==> src/rtl/race_controller.sv <==
// Race sequencer: button-driven state machine, pre-race countdown, centisecond
// race timer, winner latch and leader tracking for two physics engines.
module race_controller #(
  parameter int          CLK_FREQ   = 100_000_000,
  parameter int          COUNT_FROM = 3,
  parameter logic [13:0] TIME_MAX   = 14'd9999
) (
  input  logic        clk,
  input  logic        rst,
  input  logic        start_btn,
  input  logic        pause_btn,
  input  logic [1:0]  p1_flag,
  input  logic [1:0]  p2_flag,
  input  logic        p1_finish,
  input  logic        p2_finish,
  output logic [2:0]  state,
  output logic [2:0]  countdown,
  output logic [13:0] race_time,
  output logic [1:0]  winner,
  output logic [1:0]  leader
);

  localparam int CS_DIV = CLK_FREQ / 100;
  localparam int SEC_W  = (CLK_FREQ > 1) ? $clog2(CLK_FREQ) : 1;
  localparam int CS_W   = (CS_DIV > 1) ? $clog2(CS_DIV) : 1;
  localparam logic [SEC_W-1:0] SEC_LAST = SEC_W'(CLK_FREQ - 1);
  localparam logic [CS_W-1:0]  CS_LAST  = CS_W'(CS_DIV - 1);
  localparam logic [2:0]       CD_INIT  = 3'(COUNT_FROM);

  typedef enum logic [2:0] {
    S_IDLE      = 3'd0,
    S_SETTING   = 3'd1,
    S_COUNTDOWN = 3'd3,
    S_RACING    = 3'd4,
    S_PAUSE     = 3'd5,
    S_FINISH    = 3'd6
  } state_t;

  state_t           r_state;
  logic             r_start_q, r_pause_q;
  logic [SEC_W-1:0] r_sec_cnt;
  logic [CS_W-1:0]  r_cs_cnt;
  logic [2:0]       r_countdown;
  logic [13:0]      r_race_time;
  logic [1:0]       r_winner, r_leader;

  logic w_start_e, w_pause_e;

  assign w_start_e = start_btn & ~r_start_q;
  assign w_pause_e = pause_btn & ~r_pause_q;

  always_ff @(posedge clk) begin
    if (rst) begin
      r_state     <= S_IDLE;
      r_start_q   <= 1'b0;
      r_pause_q   <= 1'b0;
      r_sec_cnt   <= '0;
      r_cs_cnt    <= '0;
      r_countdown <= '0;
      r_race_time <= '0;
      r_winner    <= '0;
      r_leader    <= '0;
    end else begin
      r_start_q <= start_btn;
      r_pause_q <= pause_btn;
      case (r_state)
        S_IDLE: begin
          r_sec_cnt   <= '0;
          r_cs_cnt    <= '0;
          r_countdown <= '0;
          r_race_time <= '0;
          r_winner    <= '0;
          r_leader    <= '0;
          if (w_start_e) r_state <= S_SETTING;
        end
        S_SETTING: begin
          if (w_start_e) begin
            r_state     <= S_COUNTDOWN;
            r_countdown <= CD_INIT;
            r_sec_cnt   <= '0;
          end else if (w_pause_e) begin
            r_state <= S_IDLE;
          end
        end
        S_COUNTDOWN: begin
          if (r_sec_cnt == SEC_LAST) begin
            r_sec_cnt <= '0;
            if (r_countdown == 3'd1) begin
              r_state     <= S_RACING;
              r_countdown <= '0;
            end else begin
              r_countdown <= r_countdown - 3'd1;
            end
          end else begin
            r_sec_cnt <= r_sec_cnt + 1'b1;
          end
        end
        S_RACING: begin
          // Timer keeps running on the cycle that leaves RACING; PAUSE then freezes it.
          if (r_cs_cnt == CS_LAST) begin
            r_cs_cnt <= '0;
            if (r_race_time < TIME_MAX) r_race_time <= r_race_time + 14'd1;
          end else begin
            r_cs_cnt <= r_cs_cnt + 1'b1;
          end
          if (p1_flag > p2_flag)      r_leader <= 2'd1;
          else if (p2_flag > p1_flag) r_leader <= 2'd2;
          else                        r_leader <= 2'd0;
          if (p1_finish | p2_finish) begin
            r_state  <= S_FINISH;
            r_winner <= {p2_finish, p1_finish};
          end else if (w_pause_e) begin
            r_state <= S_PAUSE;
          end
        end
        S_PAUSE: begin
          if (w_start_e)      r_state <= S_IDLE;
          else if (w_pause_e) r_state <= S_RACING;
        end
        S_FINISH: begin
          if (w_start_e) r_state <= S_IDLE;
        end
        default: r_state <= S_IDLE;
      endcase
    end
  end

  assign state     = r_state;
  assign countdown = r_countdown;
  assign race_time = r_race_time;
  assign winner    = r_winner;
  assign leader    = r_leader;

endmodule

==> config.mk <==
export PLATFORM = sky130hd
export DESIGN_NAME = race_controller
export DESIGN_NICKNAME = d
export VERILOG_FILES = /design/src/rtl/race_controller.sv
export SDC_FILE = /design/constraint.sdc
export NUM_CORES = 1
export LEC_CHECK = 0
export ABC_CLOCK_PERIOD_IN_PS = 4450
export BUFFER_PORTS_ARGS = -buffer_cell sky130_fd_sc_hd__clkbuf_2
export CAP_MARGIN = 25
export CORE_MARGIN = 5
export CORE_UTILIZATION = 55
export CTS_CLUSTER_DIAMETER = 40
export DETAILED_ROUTE_END_ITERATION = 6
export GPL_ROUTABILITY_DRIVEN = 0
export HOLD_SLACK_MARGIN = 0.12
export PLACE_DENSITY_LB_ADDON = 0.12
export SYNTH_ARGS = -nofsm -noshare
export SYNTH_HDL_FRONTEND = slang
export SYNTH_SLANG_ARGS = --single-unit
==> constraint.sdc <==
create_clock -name clk -period 4.45 [get_ports clk]
set_input_delay 0.445 -clock clk [delete_from_list [all_inputs] [get_ports clk]]
set_output_delay 0.445 -clock clk [all_outputs]
set_load 0.1 [all_outputs]
==> summary.md <==
| Metric | Value |
|---|---|
| Status | `finished clean` |
| Largest stage delay, worst path | `approximately 680 ps` |
| Post-CTS setup buffers | `0` |
| Slowest stage cell, crit path | `or3b_1` |
| Most frequent cell after synthesis | `dfxtp_1` |
| Starting Density | `56.81%` |
| Critical path capture point type | `flop` |
| First-pass GRT wire length | `between 15 and 20 mm` |
| Post-DP HPWL | `6.286 mm` |
| Layout area overhead | `10.54%` |
| Post-CTS Hold Buffers | `0` |
| Hold/Removal Path Class | `in -> reg` |
| Synth Area in XOR/XNOR | `roughly 6.3%` |
| Core area | `between 6000 and 7000 um^2` |
| Post-Syn Instances | `480` |
| Number of global-route vias before repair | `3451` |
| Main combinational cell family by area after synthesis | `simple AND/OR/NAND/NOR gates` |
| Max Fclk | `about 0.4 GHz` |
| Nets@finish | `between 500 and 600` |
| Initial antenna violation count | `0` |
| Async SR Flop Fraction | `0%` |
| Synth Area in Simple Gates | `29.21%` |
| Tot GR Track Use | `about a fifth` |
| TritonCTS Buffers | `9` |
| Commonest cells in the netlist | `73 x dfxtp_1, 49 x nor2_1, 41 x nand2_1` |
| Post-synthesis cell type count | `64` |
| Die X | `94.01 um` |
| Yosys warnings | `0` |
| Share of post-route cells with drive strength above 1 | `approximately 14%` |
| Total congestion overflow | `0` |
| Pleak | `1.398 nW` |
| Met3 Routed Length | `434 um` |
| Post-Syn Nets | `497` |
| Detailed-route wire length | `between 9 and 10 mm` |
| Post-synth top flop | `dfxtp_1` |
| Row cnt | `30` |
| Drt pass-1 iters | `5` |
| Die footprint | `8837 um^2` |
| Crit path setup slack, layout | `approximately 1900 ps` |
| Relative slew slack | `a little under half` |
| Post-CTS Resized | `0` |
| ANT cells | `0` |
| DR top layer | `met4` |
| Synth Area per Inst | `8.086 um^2` |
| DR iter-0 viols | `178` |
| Adder-Cell Fraction of Synth Area | `2.257%` |
| Crit Path Max Fanout | `17` |
| Routed WL per cell | `around 15 um` |
| Register area share after synthesis | `37.65%` |
| Count of input and output buffers | `33` |
| Largest net degree at the start of global routing | `23` |
| #FFs+latches synth | `73` |
| Dpl ws | `1754 ps` |
| Part of the cycle the worst path needs | `57.05%` |
| Max-Cap Viols | `0` |
| Post-route minimum period | `2539 ps` |
| Unrepaired setup endpoints after global routing | `no` |
| Routed Antenna Nets | `0` |
| Die Y | `94.01 um` |
| Clock tree buffer depth | `2` |
| Top cell type's share of synthesized area | `37.65%` |
| WL met2 | `4.485 mm` |
| Mapped cell area | `3881 um^2` |
| EDFF count, synth | `0` |
| Reg clk slew, reported paths | `about 80 ps` |
| Final Max Tran Viols | `0` |
| Crit-path cells | `or3b_1 > nor2_2 > o21ai_1 > or3_1 > o21ai_0` |
| CP Data Arrival Time | `2820 ps` |
| Vias/cell | `between 6 and 7` |
| CP required | `between 4000 and 5000 ps` |
| Top cells by area, synth | `dfxtp_1 38%, nor2_1 4.7%, nand2_1 4.0%` |
| Clock latency on the worst-skew pair | `350 ps` |
| Vias | `3671` |
| Setup violators final | `0` |
| Post-synthesis mux area share | `1.289%` |
| Largest area contributor in the netlist | `dfxtp_1` |
| Setup TNS | `0 ps` |
| Sink Count | `73` |
| Setup CP Type | `reg -> reg` |
| Setup crit start kind | `flop` |
| DRC Markers | `0` |
| Pwr dens | `422.4 nW/um^2` |
| Max Clock Skew | `5.625 ps` |
| Peak ir drop on the vdd network | `just over 0.3 mV` |
| Final hold vios | `0` |
| Compound-gate portion of the synthesized area | `19.08%` |
| Worst-margin pin slew | `783.6 ps` |
| # fillers | `629` |
| Top Ports | `34` |
| CTS tree | `built` |
| H-tree depth | `3` |
| WL met1 | `4.030 mm` |
| Core Util, Final | `~63%` |
| CTS Root Buffer Type | `clkbuf_8` |
[worst paths after layout]
check	start	end	slack [ps]	depth (start not counted)
worst max-delay path	state[2]	r_cs_cnt[14]	1910	5
worst min-delay path	start_btn	r_start_q	320	2
worst max register to register	state[2]	r_cs_cnt[14]	1910	5
worst min register to register	r_sec_cnt[1]	r_sec_cnt[1]	480	2
[flip-flops by register name, summed over array words and instances (netlist names)]
name and count:
state 3, winner 2, r_pause_q 1, leader 2, r_cs_cnt 20, race_time 14, r_start_q 1, r_sec_cnt 27
countdown 3
[final cells by class]
cell class	instances	area [um^2]	area share (%)
flip-flops and latches	73	1461	34.06
clock buffers	11	141.4	3.295
inverters	14	52.55	1.225
well taps	96	120.1	2.800
clock inverters	5	55.05	1.283
multi-input cells	369	2257	52.61
repair buffers	37	202.7	4.724
[placed cells by master (no fill, tap or decap), types with 3 or more instances in the layout]
master	instances
a211oi_1	3
a21oi_1	28
inv_1	12
nor3_1	13
xor2_1	11
nand2_1	41
clkbuf_8	10
nor4_1	11
o211ai_1	6
nand3_1	23
mux2i_1	5
xnor2_1	17
ha_1	7
o311ai_0	5
buf_4	3
nor4b_1	3
o31ai_1	8
clkbuf_2	33
nor2_1	49
and3_1	5
a31oi_1	15
nor2b_1	7
or2_2	4
nor2_2	6
or3_1	8
a22oi_1	3
and4_1	5
nand2b_1	5
o21ai_0	23
nand4_1	20
dfxtp_1	73
[cell families (layout without fill, tap and decap cells)]
kind of cell / count (synthesis) / in the layout
DFF: 73 / 73
muxes: 5 / 5
AOI/OAI and AO/OA: 114 / 114
adders and majority gates: 7 / 7
xor gates and xnor gates: 28 / 28
and+or+nand+nor: 215 / 215
buffers and inverters: 38 / 67
[worst max-delay path: cells and delay by family (launching register included)]
kind | cells | cell delay [ps]
AOI/OAI and AO/OA | 2 | 370
and+or+nand+nor | 3 | 1440
DFF | 1 | 650
[routing by layer]
metal  GRT usage (%)  up-vias
met1           25.30     1728
met4           9.146        0
met5               0        -
met2           35.84      100
met3           5.449       17
li1                -     1826
[metrics by stage]
stage                     power (mW)  hold WS, ps  instances  area [um^2]
after detailed placement       1.297        471.4        587         4079
after CTS                      1.817        310.1        603         4275
final                          1.812        318.4        605         4290
after global placement         1.273        464.5        585         4056
after floorplan                1.182        448.4        480         3881
after global routing           1.909        321.4        605         4290
[power by group]
part           switching (mW)  total (mW)  internal (mW)
combinational           0.427       0.562          0.135
clock                   0.252       0.524          0.273
sequential             0.0459       0.726          0.680
(Power assumes the default switching activity.)
